## src/rtl/sa_autosa_csb_regfile_pkg.sv

```systemverilog
// rtl/sa_autosa_csb_regfile_pkg.sv - register map constants for the AUTOSA CSB register target
package sa_autosa_csb_pkg;

  typedef logic [31:0] csb_word_t;

  localparam int RD_LAT_MAX = 4;

  localparam logic [15:0] ADDR_ID       = 16'h0000;
  localparam logic [15:0] ADDR_CTRL     = 16'h0001;
  localparam logic [15:0] ADDR_STATUS   = 16'h0002;
  localparam logic [15:0] ADDR_CFG_BASE = 16'h0003;

  localparam int CTRL_START    = 0;
  localparam int CTRL_IRQ_EN   = 1;
  localparam int STAT_BUSY     = 0;
  localparam int STAT_DONE     = 1;
  localparam int STAT_ADDR_ERR = 2;

  function automatic logic [15:0] cfg_addr(input int k);
    return ADDR_CFG_BASE + 16'(k);
  endfunction

endpackage

```

## src/rtl/sa_autosa_csb_regfile_if.sv

```systemverilog
// rtl/sa_autosa_csb_regfile_if.sv - CSB request/response link between bridge and register target
interface sa_autosa_csb_regfile_if;
  import sa_autosa_csb_pkg::*;

  logic        csb2autosa_valid;
  logic        csb2autosa_ready;
  logic [15:0] csb2autosa_addr;
  csb_word_t   csb2autosa_wdat;
  logic        csb2autosa_write;
  logic        csb2autosa_nposted;
  logic        autosa2csb_valid;
  csb_word_t   autosa2csb_data;

  modport master (
    output csb2autosa_valid, csb2autosa_addr, csb2autosa_wdat, csb2autosa_write, csb2autosa_nposted,
    input  csb2autosa_ready, autosa2csb_valid, autosa2csb_data
  );

  modport slave (
    input  csb2autosa_valid, csb2autosa_addr, csb2autosa_wdat, csb2autosa_write, csb2autosa_nposted,
    output csb2autosa_ready, autosa2csb_valid, autosa2csb_data
  );

endinterface

```

## src/rtl/sa_autosa_csb_rd_pipe.sv

```systemverilog
// rtl/sa_autosa_csb_rd_pipe.sv - fixed-latency read response delay line with pending flag
module sa_autosa_csb_rd_pipe
  import sa_autosa_csb_pkg::*;
#(
  parameter int RD_LAT = 1
) (
  input  logic      pclk,
  input  logic      prst,
  input  logic      i_rd_accept,
  input  csb_word_t i_rd_data,
  output logic      o_pending,
  output logic      o_valid,
  output csb_word_t o_data
);

  localparam int DEPTH = (RD_LAT < 1) ? 1 : ((RD_LAT > RD_LAT_MAX) ? RD_LAT_MAX : RD_LAT);

  logic [DEPTH-1:0] r_vld;
  csb_word_t        r_dat [DEPTH];

  // Data only advances with its token, so the last stage holds the previous response.
  always_ff @(posedge pclk) begin
    if (prst) begin
      r_vld <= '0;
      for (int i = 0; i < DEPTH; i++) r_dat[i] <= '0;
    end else begin
      r_vld[0] <= i_rd_accept;
      if (i_rd_accept) r_dat[0] <= i_rd_data;
      for (int i = 1; i < DEPTH; i++) begin
        r_vld[i] <= r_vld[i-1];
        if (r_vld[i-1]) r_dat[i] <= r_dat[i-1];
      end
    end
  end

  // The last stage is excluded so a new read can be accepted in the response cycle.
  always_comb begin
    o_pending = 1'b0;
    for (int i = 0; i < DEPTH - 1; i++) o_pending = o_pending | r_vld[i];
  end

  assign o_valid = r_vld[DEPTH-1];
  assign o_data  = r_dat[DEPTH-1];

endmodule

```

## src/rtl/sa_autosa_csb_regfile.sv

```systemverilog
// rtl/sa_autosa_csb_regfile.sv - CSB register target: decode, register bank, core start/busy/done
module sa_autosa_csb_regfile
  import sa_autosa_csb_pkg::*;
#(
  parameter int          NUM_CFG  = 8,
  parameter int          RD_LAT   = 1,
  parameter logic [31:0] ID_VALUE = 32'h5A5A_0001
) (
  input  logic                     pclk,
  input  logic                     prst,
  sa_autosa_csb_regfile_if.slave   csb,
  input  logic                     core_done,
  output logic                     core_start,
  output logic                     core_busy,
  output logic [NUM_CFG*32-1:0]    cfg_out,
  output logic                     intr
);

  logic                     w_accept, w_wr, w_rd, w_in_range, w_rd_pending;
  logic                     w_ctrl_wr, w_stat_wr, w_start_ok, w_irq_en_nxt, w_done_nxt;
  logic                     w_unused;
  logic [NUM_CFG-1:0]       w_cfg_hit;
  csb_word_t                w_rd_data;
  logic [NUM_CFG-1:0][31:0] r_cfg;
  logic                     r_irq_en, r_done, r_addr_err, r_busy, r_start, r_intr;

  assign csb.csb2autosa_ready = ~w_rd_pending;
  assign w_accept  = csb.csb2autosa_valid & csb.csb2autosa_ready;
  assign w_wr      = w_accept & csb.csb2autosa_write;
  assign w_rd      = w_accept & ~csb.csb2autosa_write;
  assign w_unused  = csb.csb2autosa_nposted;

  always_comb begin
    w_cfg_hit = '0;
    for (int k = 0; k < NUM_CFG; k++) w_cfg_hit[k] = (csb.csb2autosa_addr == cfg_addr(k));
  end

  assign w_in_range = (csb.csb2autosa_addr <= ADDR_STATUS) | (|w_cfg_hit);
  assign w_ctrl_wr  = w_wr & (csb.csb2autosa_addr == ADDR_CTRL);
  assign w_stat_wr  = w_wr & (csb.csb2autosa_addr == ADDR_STATUS);

  always_comb begin
    w_rd_data = '0;
    case (csb.csb2autosa_addr)
      ADDR_ID:     w_rd_data = ID_VALUE;
      ADDR_CTRL:   w_rd_data[CTRL_IRQ_EN] = r_irq_en;
      ADDR_STATUS: begin
        w_rd_data[STAT_BUSY]     = r_busy;
        w_rd_data[STAT_DONE]     = r_done;
        w_rd_data[STAT_ADDR_ERR] = r_addr_err;
      end
      default: begin
        for (int k = 0; k < NUM_CFG; k++) if (w_cfg_hit[k]) w_rd_data = r_cfg[k];
      end
    endcase
  end

  // A done arriving with a START is retired first, so the START is honoured.
  assign w_start_ok   = w_ctrl_wr & csb.csb2autosa_wdat[CTRL_START] & (~r_busy | core_done);
  assign w_irq_en_nxt = w_ctrl_wr ? csb.csb2autosa_wdat[CTRL_IRQ_EN] : r_irq_en;
  assign w_done_nxt   = core_done | (r_done & ~(w_stat_wr & csb.csb2autosa_wdat[STAT_DONE]));

  always_ff @(posedge pclk) begin
    if (prst) begin
      r_cfg      <= '0;
      r_irq_en   <= 1'b0;
      r_done     <= 1'b0;
      r_addr_err <= 1'b0;
      r_busy     <= 1'b0;
      r_start    <= 1'b0;
      r_intr     <= 1'b0;
    end else begin
      for (int k = 0; k < NUM_CFG; k++) if (w_wr & w_cfg_hit[k]) r_cfg[k] <= csb.csb2autosa_wdat;
      r_irq_en   <= w_irq_en_nxt;
      r_done     <= w_done_nxt;
      r_addr_err <= (w_accept & ~w_in_range) |
                    (r_addr_err & ~(w_stat_wr & csb.csb2autosa_wdat[STAT_ADDR_ERR]));
      r_busy     <= w_start_ok | (r_busy & ~core_done);
      r_start    <= w_start_ok;
      r_intr     <= w_done_nxt & w_irq_en_nxt;
    end
  end

  assign core_start = r_start;
  assign core_busy  = r_busy;
  assign cfg_out    = r_cfg;
  assign intr       = r_intr;

  sa_autosa_csb_rd_pipe #(.RD_LAT(RD_LAT)) u_rd_pipe (
    .pclk        (pclk),
    .prst        (prst),
    .i_rd_accept (w_rd),
    .i_rd_data   (w_rd_data),
    .o_pending   (w_rd_pending),
    .o_valid     (csb.autosa2csb_valid),
    .o_data      (csb.autosa2csb_data)
  );

endmodule

```

## src/flat_wrapper.sv

```systemverilog
// flat-port wrapper written by rule: the top's interface ports become plain ports
module sa_autosa_csb_regfile_flat import sa_autosa_csb_pkg::*;
#(
  parameter int          NUM_CFG  = 8,
  parameter int          RD_LAT   = 1,
  parameter logic [31:0] ID_VALUE = 32'h5A5A_0001
)
  (pclk, prst, core_done, core_start, core_busy, cfg_out, intr, csb_csb2autosa_valid, csb_csb2autosa_addr, csb_csb2autosa_wdat, csb_csb2autosa_write, csb_csb2autosa_nposted, csb_csb2autosa_ready, csb_autosa2csb_valid, csb_autosa2csb_data);
  sa_autosa_csb_regfile_if csb_i ();
  input  logic pclk;
  input  logic prst;
  input  logic core_done;
  output logic core_start;
  output logic core_busy;
  output logic [NUM_CFG*32-1:0] cfg_out;
  output logic intr;
  input wire logic [$bits(csb_i.csb2autosa_valid)-1:0] csb_csb2autosa_valid;
  input wire logic [$bits(csb_i.csb2autosa_addr)-1:0] csb_csb2autosa_addr;
  input wire logic [$bits(csb_i.csb2autosa_wdat)-1:0] csb_csb2autosa_wdat;
  input wire logic [$bits(csb_i.csb2autosa_write)-1:0] csb_csb2autosa_write;
  input wire logic [$bits(csb_i.csb2autosa_nposted)-1:0] csb_csb2autosa_nposted;
  output wire logic [$bits(csb_i.csb2autosa_ready)-1:0] csb_csb2autosa_ready;
  output wire logic [$bits(csb_i.autosa2csb_valid)-1:0] csb_autosa2csb_valid;
  output wire logic [$bits(csb_i.autosa2csb_data)-1:0] csb_autosa2csb_data;
  assign csb_i.csb2autosa_valid = csb_csb2autosa_valid;
  assign csb_i.csb2autosa_addr = csb_csb2autosa_addr;
  assign csb_i.csb2autosa_wdat = csb_csb2autosa_wdat;
  assign csb_i.csb2autosa_write = csb_csb2autosa_write;
  assign csb_i.csb2autosa_nposted = csb_csb2autosa_nposted;
  assign csb_csb2autosa_ready = csb_i.csb2autosa_ready;
  assign csb_autosa2csb_valid = csb_i.autosa2csb_valid;
  assign csb_autosa2csb_data = csb_i.autosa2csb_data;
  sa_autosa_csb_regfile #(.NUM_CFG(NUM_CFG), .RD_LAT(RD_LAT), .ID_VALUE(ID_VALUE)) u_core (.pclk(pclk), .prst(prst), .csb(csb_i), .core_done(core_done), .core_start(core_start), .core_busy(core_busy), .cfg_out(cfg_out), .intr(intr));
endmodule
```

## config.mk

```make
export PLATFORM = sky130hd
export DESIGN_NAME = sa_autosa_csb_regfile_flat
export DESIGN_NICKNAME = d
export VERILOG_FILES = /design/src/rtl/sa_autosa_csb_regfile_pkg.sv /design/src/rtl/sa_autosa_csb_regfile_if.sv /design/src/rtl/sa_autosa_csb_rd_pipe.sv /design/src/rtl/sa_autosa_csb_regfile.sv /design/src/flat_wrapper.sv
export SDC_FILE = /design/constraint.sdc
export NUM_CORES = 1
export LEC_CHECK = 0
export CORE_MARGIN = 2
export CORE_UTILIZATION = 53
export CTS_CLUSTER_SIZE = 12
export DETAILED_ROUTE_END_ITERATION = 8
export GPL_ROUTABILITY_DRIVEN = 0
export HOLD_SLACK_MARGIN = 0.12
export PLACE_DENSITY = 0.86
export SETUP_SLACK_MARGIN = 0.5
export SLEW_MARGIN = 10
export SYNTH_ARGS = -nofsm -noshare
export SYNTH_HDL_FRONTEND = slang
export SYNTH_HIERARCHICAL = 1
export SYNTH_SLANG_ARGS = --single-unit
```

## constraint.sdc

```tcl
create_clock -name pclk -period 5.65 [get_ports pclk]
set_clock_uncertainty 0.05 [all_clocks]
set_input_delay 1.695 -clock pclk [delete_from_list [all_inputs] [get_ports pclk]]
set_output_delay 1.695 -clock pclk [all_outputs]
set_load 0.05 [all_outputs]
```

==> results.cfg <==
[timing]
min_period_over_period_pct = 79.3
hold_violations = 0
tns_ns = 0
worst_pin_slew_ns = 1.10
worst_slack_ns = 1.17
max_freq_mhz = 223
slew_viol_final = 0
finalSetupViolations = 0
rsz0062_at_grt = false
fin_crit_ns = 4.48
slew_headroom_pct = 27.0

[logic_synthesis]
synthSimpleGateAreaFrac_pct = 24.1
synth-edff-count = 32
synth-seq-cells = 295
synthXorXnorAreaFrac_pct = 0
synth-compound-area-share_pct = 18.6
ys_async_sr_fraction_pct = 0
synth.top_cells.by_area = dfxtp_1 40%, nand2_1 15%, a21oi_1 11%
synth.distinct_cells = 60
synth.area.mux_share_pct = 3.80
syn_area_per_cell_um2 = 8.09
syn_inst = 1631
yosys.area.top_type = dfxtp_1
yosysWarningCount = 6
synth_area_um2 = 13200
ys_top_cells_by_count = 523 x nand2_1, 284 x a21oi_1, 263 x dfxtp_1
synth_fp_nets = 1685
synthAdderAreaFrac_pct = 0
synth_top_area_share_pct = 39.9
ys_seq_area_share_pct = 47.2
synth_top_family_by_area = simple AND/OR/NAND/NOR gates
synthFlopType = dfxtp_1
synthMostInstantiatedCell = nand2_1

[global_route]
antenna_found_initial = 1
grt_pass1_wl_mm = 77.8
grt_pass1_vias = 13200
overflow = 0
grt_use_total_pct = 38.5
grt_max_degree = 144

[cts]
clk_path_buf_depth = 3
postCtsSetupBuffers = 0
clk_pin_slew_worst_paths_ns = 0.06
cts_resized = 0
cts_buffers = 30
cts_tree = done
htree_levels = 1
cts_sinks = 295
cts_hold_buf = 0
clkLatencyLatePin_ns = 0.56
cts-root-buf = clkbuf_16

[die]
dieArea_um2 = 26200
fp.dieH_um = 162
num_rows = 57
die_x_um = 162
ios = 347
initial_core_util_pct = 54.1
design.core.area_um2 = 24400

[power]
power_density_nw_per_um2 = 244
total_power_mw = 4.30
p_leak_nw = 5.93
ir_worst_vdd_mv = 0.231

[cells_and_area]
final_layout_size_suffix_gt1_share_pct = 7.75
antenna_cells = 0
final_nets = 1942
n_fill_cell = 1839
syn_to_final_growth_pct = 33.4
postLayoutCellArea_um2 = 17600

[detailed_routing]
dr.pass1.iters = 7
wirelength_mm = 53.2
drt-initial-drc-count = 2000
drc_errors = 0
ant_nets = 0
vias_per_cell = 6.34
wl_per_cell_um = 23.8
via_count = 14200

[placed_design]
dp_hpwl_mm = 34.4
io_buffers = 344
place_ws_ns = 0.752
placed_area_um2 = 16700

[setup_path]
arrival_ns = 4.83
worstSetupPathType = in2reg
cp_max_fo = 21
worstSetupStartpointType = input pin
reg2regPathDepth = 5
required_ns = 6.00
reg2reg_from = u_core/cfg_out[54]
rrSetupSlack_ns = 3.78
r2r-end = u_core/u_rd_pipe/r_dat[0][22]
end_kind = flop
crit_slowest_cell = or4_1
worst_path_largest_cell_delay_ns = 1.03
crit_chain = clkdlybuf4s50_1, or4_1, nor4_4, nand3_2, buf_4, nand2_1, a21oi_1

[run_status]
outcome = finished, final reports clean

[hold_path]
hold_path_class = reg2reg
min-delay-start = u_core/cfg_out[109]
min_to = u_core/cfg_out[109]
hold_path_depth = 2

[job]
maxCapViolations = 0
## layer usage
| layer | share of wire [%] | wire [µm] | track usage (%) |
|---|---|---|---|
| met5 | 0.024 | 13 | 0 |
| met4 | 7.0 | 3700 | 24.2 |
| met3 | 13 | 7100 | 8.84 |
| met2 | 45 | 23800 | 60.5 |
| met1 | 35 | 18600 | 48.1 |
## placed cells by master (no fill, tap or decap), types with 6 or more instances in the layout
cell	count
nand2_1	523
a211oi_1	25
nor2_1	19
nand3_2	6
clkdlybuf4s50_1	341
nor3_1	11
a21oi_1	284
nor2b_1	15
a221oi_1	8
mux2i_1	22
o22ai_1	27
nor4_1	9
edfxtp_1	32
and3b_2	9
mux2_2	17
clkbuf_1	15
and3b_1	23
o2bb2ai_1	16
nand3_1	13
clkbuf_16	31
buf_4	45
a22oi_1	14
dfxtp_1	263
nand4_1	11
o21ai_0	32
clkbuf_8	6
a22o_1	7
## state kept, by name (all words and copies together), names as in the netlist
register,flops
u_core/cfg_out,256
u_core/u_rd_pipe/r_dat,32
u_core/core_busy,1
u_core/core_start,1
u_core/intr,1
u_core/r_addr_err,1
u_core/r_done,1
u_core/r_irq_en,1
u_core/u_rd_pipe/o_valid,1
## per-stage QoR
| stage | hold slack [ns] | utilization (%) | cells |
|---|---|---|---|
| 3_3_place_gp | 0.400 | 68.4 | 2180 |
| 2_1_floorplan | 0.404 | - | 1631 |
| 6_report | 0.417 | 72.2 | 2234 |
| 3_5_place_dp | 0.408 | 68.4 | 2180 |
| 5_1_grt | 0.432 | 72.2 | 2234 |
| 4_1_cts | 0.416 | 72.2 | 2234 |
## final cells by class
type | instances | area (µm²) | share of cell area, %
sequential | 295 | 6230 | 35.4
multi-input combinational | 1166 | 6220 | 35.3
timing repair buffer | 391 | 3830 | 21.7
clock buffer | 51 | 901 | 5.12
tap | 324 | 405 | 2.30
clock inverter | 3 | 15.0 | 0.0853
inverter | 4 | 15.0 | 0.0853
## worst max-delay path: cells and delay by family
| family | cells | cell delay [ns] |
|---|---|---|
| AO/OA/AOI/OAI | 1 | 0.07 |
| buffers and inverters | 2 | 0.83 |
| AND/OR/NAND/NOR | 4 | 2.21 |
## cells by family (layout without fill, tap and decap cells)
logic type             after synthesis  in the layout
AOI/OAI and AO/OA                  430            430
buffers and inverters              170            449
DFF                                295            295
muxes                               43             43
other                                1              1
and+or+nand+nor                    692            692
## worst max-delay path by stage
stage / startpoint / endpoint / slack [ns] / cells past startpoint
detailed placement: csb_csb2autosa_addr[9] / u_core/cfg_out[115] / 0.75 / 7
finish: csb_csb2autosa_addr[9] / u_core/cfg_out[122] / 1.17 / 7
global route: csb_csb2autosa_addr[9] / u_core/cfg_out[119] / 1.16 / 7
CTS: csb_csb2autosa_addr[9] / u_core/cfg_out[43] / 1.30 / 7
floorplan: csb_csb2autosa_addr[15] / u_core/u_rd_pipe/r_dat[0][29] / 1.97 / 8
global placement: csb_csb2autosa_addr[9] / u_core/cfg_out[124] / 0.79 / 7
## report_power, final
| part | total [mW] | leakage [nW] | switching, mW | internal, mW |
|---|---|---|---|---|
| Clock | 1.89 | 0.447 | 0.816 | 1.07 |
| Sequential | 2.14 | 2.43 | 0.00577 | 2.13 |
| Combinational | 0.271 | 3.05 | 0.190 | 0.0808 |
No activity file was read; power rests on OpenSTA's default activity.
